==> src/rtl/round_key_store.sv <==
// round_key_store: drives an external key_schedule to expand a master key into
// NR_ROUNDS round keys. It keeps the k0 half of each key in a local store and
// replays the keys in reverse order (idx NR_ROUNDS-1 down to 0) over valid/ready.
// Optional feature: define ROUND_KEY_STORE_TIMEOUT_EN to add a watchdog on WAIT_KS.
//
//   state     | meaning
//   ----------+---------------------------------------------------------
//   S_IDLE    | store invalid, waiting for start
//   S_ISSUE   | one-cycle ks_start pulse for round ctr
//   S_WAIT_KS | waiting for key_schedule to report finished
//   S_READY   | all round keys valid, waiting for stream_start or start
//   S_STREAM  | presenting rk[idx] until handshake, idx counting down
//
// Widths come from the cipher settings macros. The defaults below are used
// when the settings have not been included ahead of this file.
`ifndef BLOCK_SIZE
`define BLOCK_SIZE 64
`endif
`ifndef KEY_SIZE
`define KEY_SIZE 128
`endif

module round_key_store #(
  parameter int NR_ROUNDS = 32
`ifdef ROUND_KEY_STORE_TIMEOUT_EN
  , parameter int TIMEOUT_CYCLES = 15
`endif
) (
  input  logic                         clk,
  input  logic                         rst_n,
  input  logic                         start,
  input  logic [`KEY_SIZE-1:0]         key,
  output logic [`KEY_SIZE-1:0]         ks_key,
  output logic [`BLOCK_SIZE-1:0]       ks_round_ctr,
  output logic                         ks_start,
  input  logic [`KEY_SIZE-1:0]         ks_out_key,
  input  logic                         ks_finished,
  output logic                         busy,
  output logic                         keys_ready,
  input  logic                         stream_start,
  output logic                         rk_valid,
  input  logic                         rk_ready,
  output logic [`BLOCK_SIZE-1:0]       rk_data,
  output logic [$clog2(NR_ROUNDS)-1:0] rk_idx,
  output logic                         rk_last,
  output logic                         error
);

  localparam int BW = `BLOCK_SIZE;
  localparam int IW = $clog2(NR_ROUNDS);
  localparam logic [IW-1:0] CTR_LAST = IW'(NR_ROUNDS - 2);
  localparam logic [IW-1:0] IDX_TOP  = IW'(NR_ROUNDS - 1);

  typedef enum logic [2:0] {
    S_IDLE,
    S_ISSUE,
    S_WAIT_KS,
    S_READY,
    S_STREAM
  } state_t;

  state_t        state, state_nxt;
  logic [IW-1:0] ctr;
  logic [IW-1:0] idx;
  logic [BW-1:0] rk_mem [NR_ROUNDS];

  logic load_key;
  logic store_ks;
  logic ctr_inc;
  logic ready_set;
  logic stream_go;
  logic idx_dec;

`ifdef ROUND_KEY_STORE_TIMEOUT_EN
  localparam int WD_W = $clog2(TIMEOUT_CYCLES + 1);
  logic [WD_W-1:0] wd_cnt;
  logic            wd_expire;
  logic            error_q;
`endif

  // next-state and per-cycle control strobes
  always_comb begin
    state_nxt = state;
    load_key  = 1'b0;
    store_ks  = 1'b0;
    ctr_inc   = 1'b0;
    ready_set = 1'b0;
    stream_go = 1'b0;
    idx_dec   = 1'b0;
`ifdef ROUND_KEY_STORE_TIMEOUT_EN
    wd_expire = 1'b0;
`endif
    case (state)
      S_IDLE: begin
        if (start) begin
          load_key  = 1'b1;
          state_nxt = S_ISSUE;
        end
      end
      S_ISSUE: state_nxt = S_WAIT_KS;
      S_WAIT_KS: begin
        if (ks_finished) begin
          store_ks = 1'b1;
          if (ctr == CTR_LAST) begin
            ready_set = 1'b1;
            state_nxt = S_READY;
          end else begin
            ctr_inc   = 1'b1;
            state_nxt = S_ISSUE;
          end
        end
`ifdef ROUND_KEY_STORE_TIMEOUT_EN
        else if (wd_cnt == WD_W'(1)) begin
          wd_expire = 1'b1;
          state_nxt = S_IDLE;
        end
`endif
      end
      S_READY: begin
        // a new key takes priority over replaying the old one
        if (start) begin
          load_key  = 1'b1;
          state_nxt = S_ISSUE;
        end else if (stream_start) begin
          stream_go = 1'b1;
          state_nxt = S_STREAM;
        end
      end
      S_STREAM: begin
        if (rk_ready) begin
          if (idx == '0) state_nxt = S_READY;
          else           idx_dec   = 1'b1;
        end
      end
      default: state_nxt = S_IDLE;
    endcase
  end

  // state, round counter, stream index and key_schedule input register
  always_ff @(posedge clk or negedge rst_n) begin
    if (!rst_n) begin
      state      <= S_IDLE;
      ctr        <= '0;
      idx        <= '0;
      ks_key     <= '0;
      keys_ready <= 1'b0;
    end else begin
      state <= state_nxt;
      if (load_key) begin
        ks_key     <= key;
        ctr        <= '0;
        keys_ready <= 1'b0;
      end
      if (store_ks)  ks_key     <= ks_out_key;
      if (ctr_inc)   ctr        <= ctr + IW'(1);
      if (ready_set) keys_ready <= 1'b1;
      if (stream_go) idx        <= IDX_TOP;
      if (idx_dec)   idx        <= idx - IW'(1);
    end
  end

  // round key store; no reset needed since reads are masked outside S_STREAM
  always_ff @(posedge clk) begin
    if (load_key) rk_mem[0]            <= key[BW-1:0];
    if (store_ks) rk_mem[ctr + IW'(1)] <= ks_out_key[BW-1:0];
  end

`ifdef ROUND_KEY_STORE_TIMEOUT_EN
  // watchdog down-counter armed in S_ISSUE so error lands TIMEOUT_CYCLES after it
  always_ff @(posedge clk or negedge rst_n) begin
    if (!rst_n) begin
      wd_cnt  <= '0;
      error_q <= 1'b0;
    end else begin
      if (state == S_ISSUE)                         wd_cnt <= WD_W'(TIMEOUT_CYCLES - 1);
      else if (state == S_WAIT_KS && wd_cnt != '0)  wd_cnt <= wd_cnt - WD_W'(1);
      if (load_key)       error_q <= 1'b0;
      else if (wd_expire) error_q <= 1'b1;
    end
  end

  assign error = error_q;
`else
  assign error = 1'b0;
`endif

  assign ks_start     = (state == S_ISSUE);
  assign busy         = (state == S_ISSUE) || (state == S_WAIT_KS);
  assign ks_round_ctr = BW'(ctr);
  assign rk_valid     = (state == S_STREAM);
  assign rk_data      = rk_valid ? rk_mem[idx] : '0;
  assign rk_idx       = idx;
  assign rk_last      = rk_valid && (idx == '0);

endmodule

==> config.mk <==
export PLATFORM = sky130hd
export DESIGN_NAME = round_key_store
export DESIGN_NICKNAME = d
export VERILOG_FILES = /design/src/rtl/round_key_store.sv
export SDC_FILE = /design/constraint.sdc
export NUM_CORES = 2
export LEC_CHECK = 0
export CAP_MARGIN = 20
export CELL_PAD_IN_SITES_DETAIL_PLACEMENT = 0
export CELL_PAD_IN_SITES_GLOBAL_PLACEMENT = 1
export CORE_MARGIN = 4
export CORE_UTILIZATION = 51
export CTS_CLUSTER_DIAMETER = 120
export DETAILED_ROUTE_END_ITERATION = 16
export PLACE_DENSITY_LB_ADDON = 0.12
export SLEW_MARGIN = 40
export SYNTH_ARGS = -nofsm -noshare
export SYNTH_HDL_FRONTEND = slang
export SYNTH_SLANG_ARGS = --single-unit
==> constraint.sdc <==
create_clock -name clk -period 5.25 [get_ports clk]
set_input_delay 0.7875 -clock clk [delete_from_list [all_inputs] [get_ports clk]]
set_output_delay 0.7875 -clock clk [all_outputs]
set_load 0.005 [all_outputs]
# Word level (Yosys, flattened, before mapping)
# Memory sizes are Yosys's and may differ from the RTL's.
# Cells that the tools add are included.
[word_totals] register_bits=142 latchBits=0 mem_bits_rw=2048 romBits=0 inputBits=262 output_inout_bits=267 elab_cells=69 n_memories=1
[op_classes] add_sub_neg=2 mul=0 div_mod_pow=0 order_cmp=0 eq_ne=10 shifts=0 mux=40 bitwise_logic=0 reduce_logical=11
[mem_list] name="rk_mem" depth=32 word_bits=64 read_ports=1 rd_ports_with_merged_regs=0 write_ports=1 line="65" text="logic [BW-1:0] rk_mem [NR_ROUNDS];"
[ops] cell="128-bit 2-to-1 mux" n=2
[ops] cell="64-bit 2-to-1 mux" n=2
[ops] cell="64-bit OR reduction" n=1
[ops] cell="5-bit 2-to-1 mux" n=5
[ops] cell="1-bit 2-to-1 mux" n=23
[ops] cell="3-bit 2-to-1 mux" n=6
[ops] cell="3-bit case mux with 5 select lines" n=1
[ops] cell="2-bit nonzero test" n=4
[ops] cell="3-bit by 2-bit == test with 1-bit output, second input constant" n=2
[ops] cell="5-bit by 1-bit adder with 5-bit output, second input constant" n=1
[ops] cell="5-bit == test, second input constant" n=1
[ops] cell="5-bit logical NOT" n=1
[ops] cell="5-bit AND reduction" n=1
[ops] cell="5-bit by 1-bit subtractor with 5-bit output, second input constant" n=1
[ops] cell="2-bit by 1-bit != test with 1-bit output, second input constant" n=2
[ops] cell="2-bit != test, second input constant" n=2
[ops] cell="3-bit by 1-bit == test with 1-bit output, second input constant" n=1
[ops] cell="3-bit == test, second input constant" n=1
[ops] cell="3-bit logical NOT" n=1
[ops] cell="3-bit != test, second input constant" n=1
[ops] cell="2-bit 2-to-1 mux" n=1
[ops] cell="2-bit OR reduction" n=1
[ops] cell="1-bit logical AND" n=1
[ops] cell="1-bit logical OR" n=1

# Longest topological paths before layout
[logic_depth] depth_word=6 depth_mapped=11

# Worst setup path before layout
# OpenSTA, ideal clock, no wires.
[synth_timing] path_type="input to register" from="input ks_finished" to="memory rk_mem[4][0] in the netlist's numbering, enable pin" setup_ns=0.486 arrival_ns=4.343 required_time_ns=4.764 slack_ns=0.420 cell_stages=6 path_buffers=2 path_cell_list="nand4bb_1 > clkbuf_1 > clkbuf_1 > nor3_1 > nand2_1 > nor2_1"
[synth_via] elab_chain_cells=6
[synth_rtl] item="start: declaration" line="37" text="input logic ks_finished,"
[synth_rtl] item="1-bit 2-to-1 mux *" line="102" text="if (ks_finished) begin"
[synth_rtl] item="1-bit 2-to-1 mux *" line="93" text="case (state)"
[synth_rtl] item="1-bit 2-to-1 mux *" line="165" text="if (store_ks) rk_mem[ctr + IW'(1)] <= ks_out_key[BW-1:0];"
[synth_rtl] item="1-bit 2-to-1 mux (not written as such) *" line="165"
[synth_rtl] item="64-bit OR reduction (no source line)"
[synth_rtl] item="5-bit 2-to-1 mux (no source line) / 1-bit 2-to-1 mux (equally long branches)"
[synth_rtl] item="end: declaration" line="65"
# Every way passes the cells marked *; elsewhere a longest branch is shown, timed or not.

# Worst setup path in the final report
[layout_timing] from="register state[2]" to="output rk_data[41]"
[layout_via] elab_chain_cells=2
[layout_rtl] item="start: declaration" line="62" text="state_t state, state_nxt;"
[layout_rtl] item="start signal: assignment" line="148" text="state <= state_nxt;"
[layout_rtl] item="3-bit == test" line="190" text="assign rk_valid = (state == S_STREAM);"
[layout_rtl] item="64-bit 2-to-1 mux" line="191" text="assign rk_data = rk_valid ? rk_mem[idx] : '0;"
[layout_rtl] item="end: declaration" line="43" text="output logic [`BLOCK_SIZE-1:0] rk_data,"
# Every way passes these cells.

==> summary by stage <==
Worst setup path
The arrival time of the worst setup path is 4140 ps. The critical path start-end classification is flop to primary output. The worst setup path is captured at a primary output. On the critical path, the stage with the largest delay is an instance of sky130_fd_sc_hd__dfrtp_1. The largest driver fanout on the critical path is 32.

The largest stage delay on the critical path is 690 ps. The kind of start point of the critical path is a flop. The data required time at the worst endpoint is 4460 ps. The signal on the critical path passes through nand2_1, inv_1, nand2_4, buf_4, nor2_1, o32a_1, clkdlybuf4s50_1.

Route
The remaining antenna violation count after routing is 0. For this block, the via count after detailed routing is 45800. After detailed routing, the average wire length per cell comes to 29.3 um. The mean number of vias per cell is 5.95.

The count of TritonRoute iterations in the first routing pass is 6. After the first detailed-routing iteration, the DRC count stood at 4337. The remaining routing DRC violations is 0. Wires add up to 226000 um.

Floorplan
In this run the horizontal extent of the chip is 420 um. The core area is 169000 sq um. The effective utilization at floorplan is 0.513. The number of standard-cell rows in the floorplan is 151. Pin placement for this block handled 529 I/O pins. The floorplan die area is 177000 sq um.

In this run the vertical extent of the chip is 420 um.

STA
For this run, the top clock speed supported by timing is 203 MHz. Setup repair after global routing left no endpoint under its margin. Measured against its own limit, the worst slew margin works out to 0.400.

The setup skew after layout is 31.0 ps. The count of final max-slew check failures was 0. The post-route fraction of the period consumed by the critical path is 0.939. Setup total negative slack on the finished layout was measured at 0 ps. The hold violation total from the final report is 0. The final-report setup violation count is 0. The transition time at the pin with the least slew margin is 899 ps. The shortest period the worst path allows is 4930 ps.

Yosys
The share of synthesized area occupied by flip-flops and latches is 0.750. The Yosys step of the flow raised 0 warnings. After synthesis the cells add up to 86700 sq um. The number of instances in the synthesized netlist is 4723. A synthesized cell averages 18.4 sq um. The number of storage elements in the synthesis netlist is 2190. The count of unique library cells instantiated by Yosys is 49. The dominant synthesized flop cell is sky130_fd_sc_hd__edfxtp_1.

The async set-or-reset flop fraction in the synthesized netlist is 0.0648. The number of flops mapped to enable cells by yosys is 2048.

Global routing
The first global-routing pass estimated 325000 um of wire. Entering global routing, the biggest net connects 129 pins. The number of global-route vias before repair is 46700. The total congestion overflow is 0.

The number of antenna violations at the first check in global routing is 2. In the global route stage, overall resource usage came out at 0.256.

Final layout
The commonest non-fill, non-tap cell in the layout is sky130_fd_sc_hd__edfxtp_1. The synthesis-to-finish area growth is 17.9%. Of the cells placed in the final design, the portion with a size suffix greater than 1 is 0.241. The final net count is 5561. The post-layout instance area is 102000 sq um.

Leaving out fill and tap cells, the most frequent cells in the layout are sky130_fd_sc_hd__edfxtp_1, sky130_fd_sc_hd__nand2_1, sky130_fd_sc_hd__clkdlybuf4s50_1.

Job
Across the run, the number of max-cap violations was 0.

CTS
The count of instances resized after the clock tree is built is 0. The number of setup buffers added after CTS is 0. The CTS tree is yes. In this run, CTS created clock tree buffers numbering 215. At the later pin of the worst-skew pair, clock insertion delay measures 830 ps. The clock slew at the register clock pins of the worst setup and hold paths is 60 ps. The clock passes through at most 3 buffers. The root cell of the clock tree is sky130_fd_sc_hd__clkbuf_16. The count of hold buffers inserted by post-cts repair is 1. The H-tree level count is 4.

Clock tree synthesis found a total of 2190 sinks.

Placed design
The half-perimeter wire length after placement is 124000 um. At the end of routability-driven placement, the weighted congestion stood at 0.760. The area after detailed placement is 95200 sq um. The count of buffers added on input and output ports is 468.

Power
The standby leakage power is 0.0343 uW. The maximum resistive drop on vdd is 408 uV. The power per standard cell area is 491 nW/um^2.

Min path
The worst min-delay path class is flop to flop.

Run status
The flow ran to the end, and the final reports show no timing, DRC or antenna violations.
registers in the layout (all words and copies together), names as in the netlist:
name	count
rk_mem	2048
ks_key	128
ctr	5
rk_idx	5
state	3
keys_ready	1
through the flow:
stage	cells	hold slack (ps)	util	worst slack [ps]	total power, uW
after CTS	7695	498	0.604	283	50600
after detailed placement	7293	494	0.563	1200	35700
after global placement	7286	489	0.562	1040	35500
final	7699	502	0.604	319	50200
after floorplan	4782	492	-	420	30300
after global routing	7698	512	0.604	147	52300
worst paths after layout:
kind | from | end | slack (ps) | depth (start not counted)
max reg2reg | ctr[0]$_DFFE_PN0P_ | rk_mem[16][44]$_DFFE_PP_ | 1980 | 7
min | ks_key[12]$_DFFE_PN0P_ | ks_key[12]$_DFFE_PN0P_ | 500 | 1
min in group asynchronous | rst_n | ks_key[41]$_DFFE_PN0P_ | 530 | 2
max | state[2]$_DFFE_PN0P_ | rk_data[41] | 320 | 7
min reg2reg | ks_key[12]$_DFFE_PN0P_ | ks_key[12]$_DFFE_PN0P_ | 500 | 1
max in group asynchronous | rst_n | ks_key[57]$_DFFE_PN0P_ | 3520 | 4
cell type report:
class,count,area [sq um]
fillers,12300,66900
flip-flops and latches,2190,65100
multi-input cells,2239,20400
repair buffers,642,7030
clock buffers,295,5830
well taps,2218,2780
clock inverters,106,1030
inverters,8,35.0
diodes,1,2.50
metal layers:
layer,wire length (um),GRT usage,up-vias,share of wire
li1,-,-,19800,-
met1,93000,0.353,24100,0.41
met2,113000,0.425,1617,0.50
met3,13600,0.0420,327,0.060
met4,6420,0.0751,0,0.028
met5,0,0,-,0
critical path: cells and delay by family (launching register included):
kind | cells | cell delay, ps
flops | 1 | 690
simple gates | 3 | 850
buf+inv | 3 | 1410
compound gates | 1 | 310
synthesized netlist by cell type (all sizes together), types with 66 or more instances:
library cell  count  area share
nor3             67      0.0039
o22ai           127      0.0092
nor2b            66      0.0048
o21ai            74      0.0043
mux4            320       0.083
buf             204       0.015
a211oi           66      0.0057
edfxtp         2048        0.71
nor2            169      0.0073
clkbuf          141      0.0061
nand2           530       0.023
a21oi            73      0.0042
mux2            446       0.058
dfrtp           142       0.041
logic make-up (layout without fill, tap and decap cells):
logic type / after synthesis / count (layout) / share of synthesized area
AOI/OAI and AO/OA: 479 / 479 / 0.0374
xor gates and xnor gates: 5 / 5 / 0.000505
adders and majority gates: 3 / 3 / 0.000433
buffers and inverters: 353 / 1051 / 0.0215
DFF: 2190 / 2190 / 0.750
muxes: 830 / 830 / 0.148
other: 1 / 61 / 0.0000433
and+or+nand+nor: 862 / 862 / 0.0413
where the power goes:
part           switching, uW  leakage [uW]  internal, uW
sequential               599        0.0201         21000
combinational           7620        0.0108          5950
clock                   6440       0.00335          8560
total                  14700        0.0343         35500
Note: power is estimated with default switching activity, not from simulation.
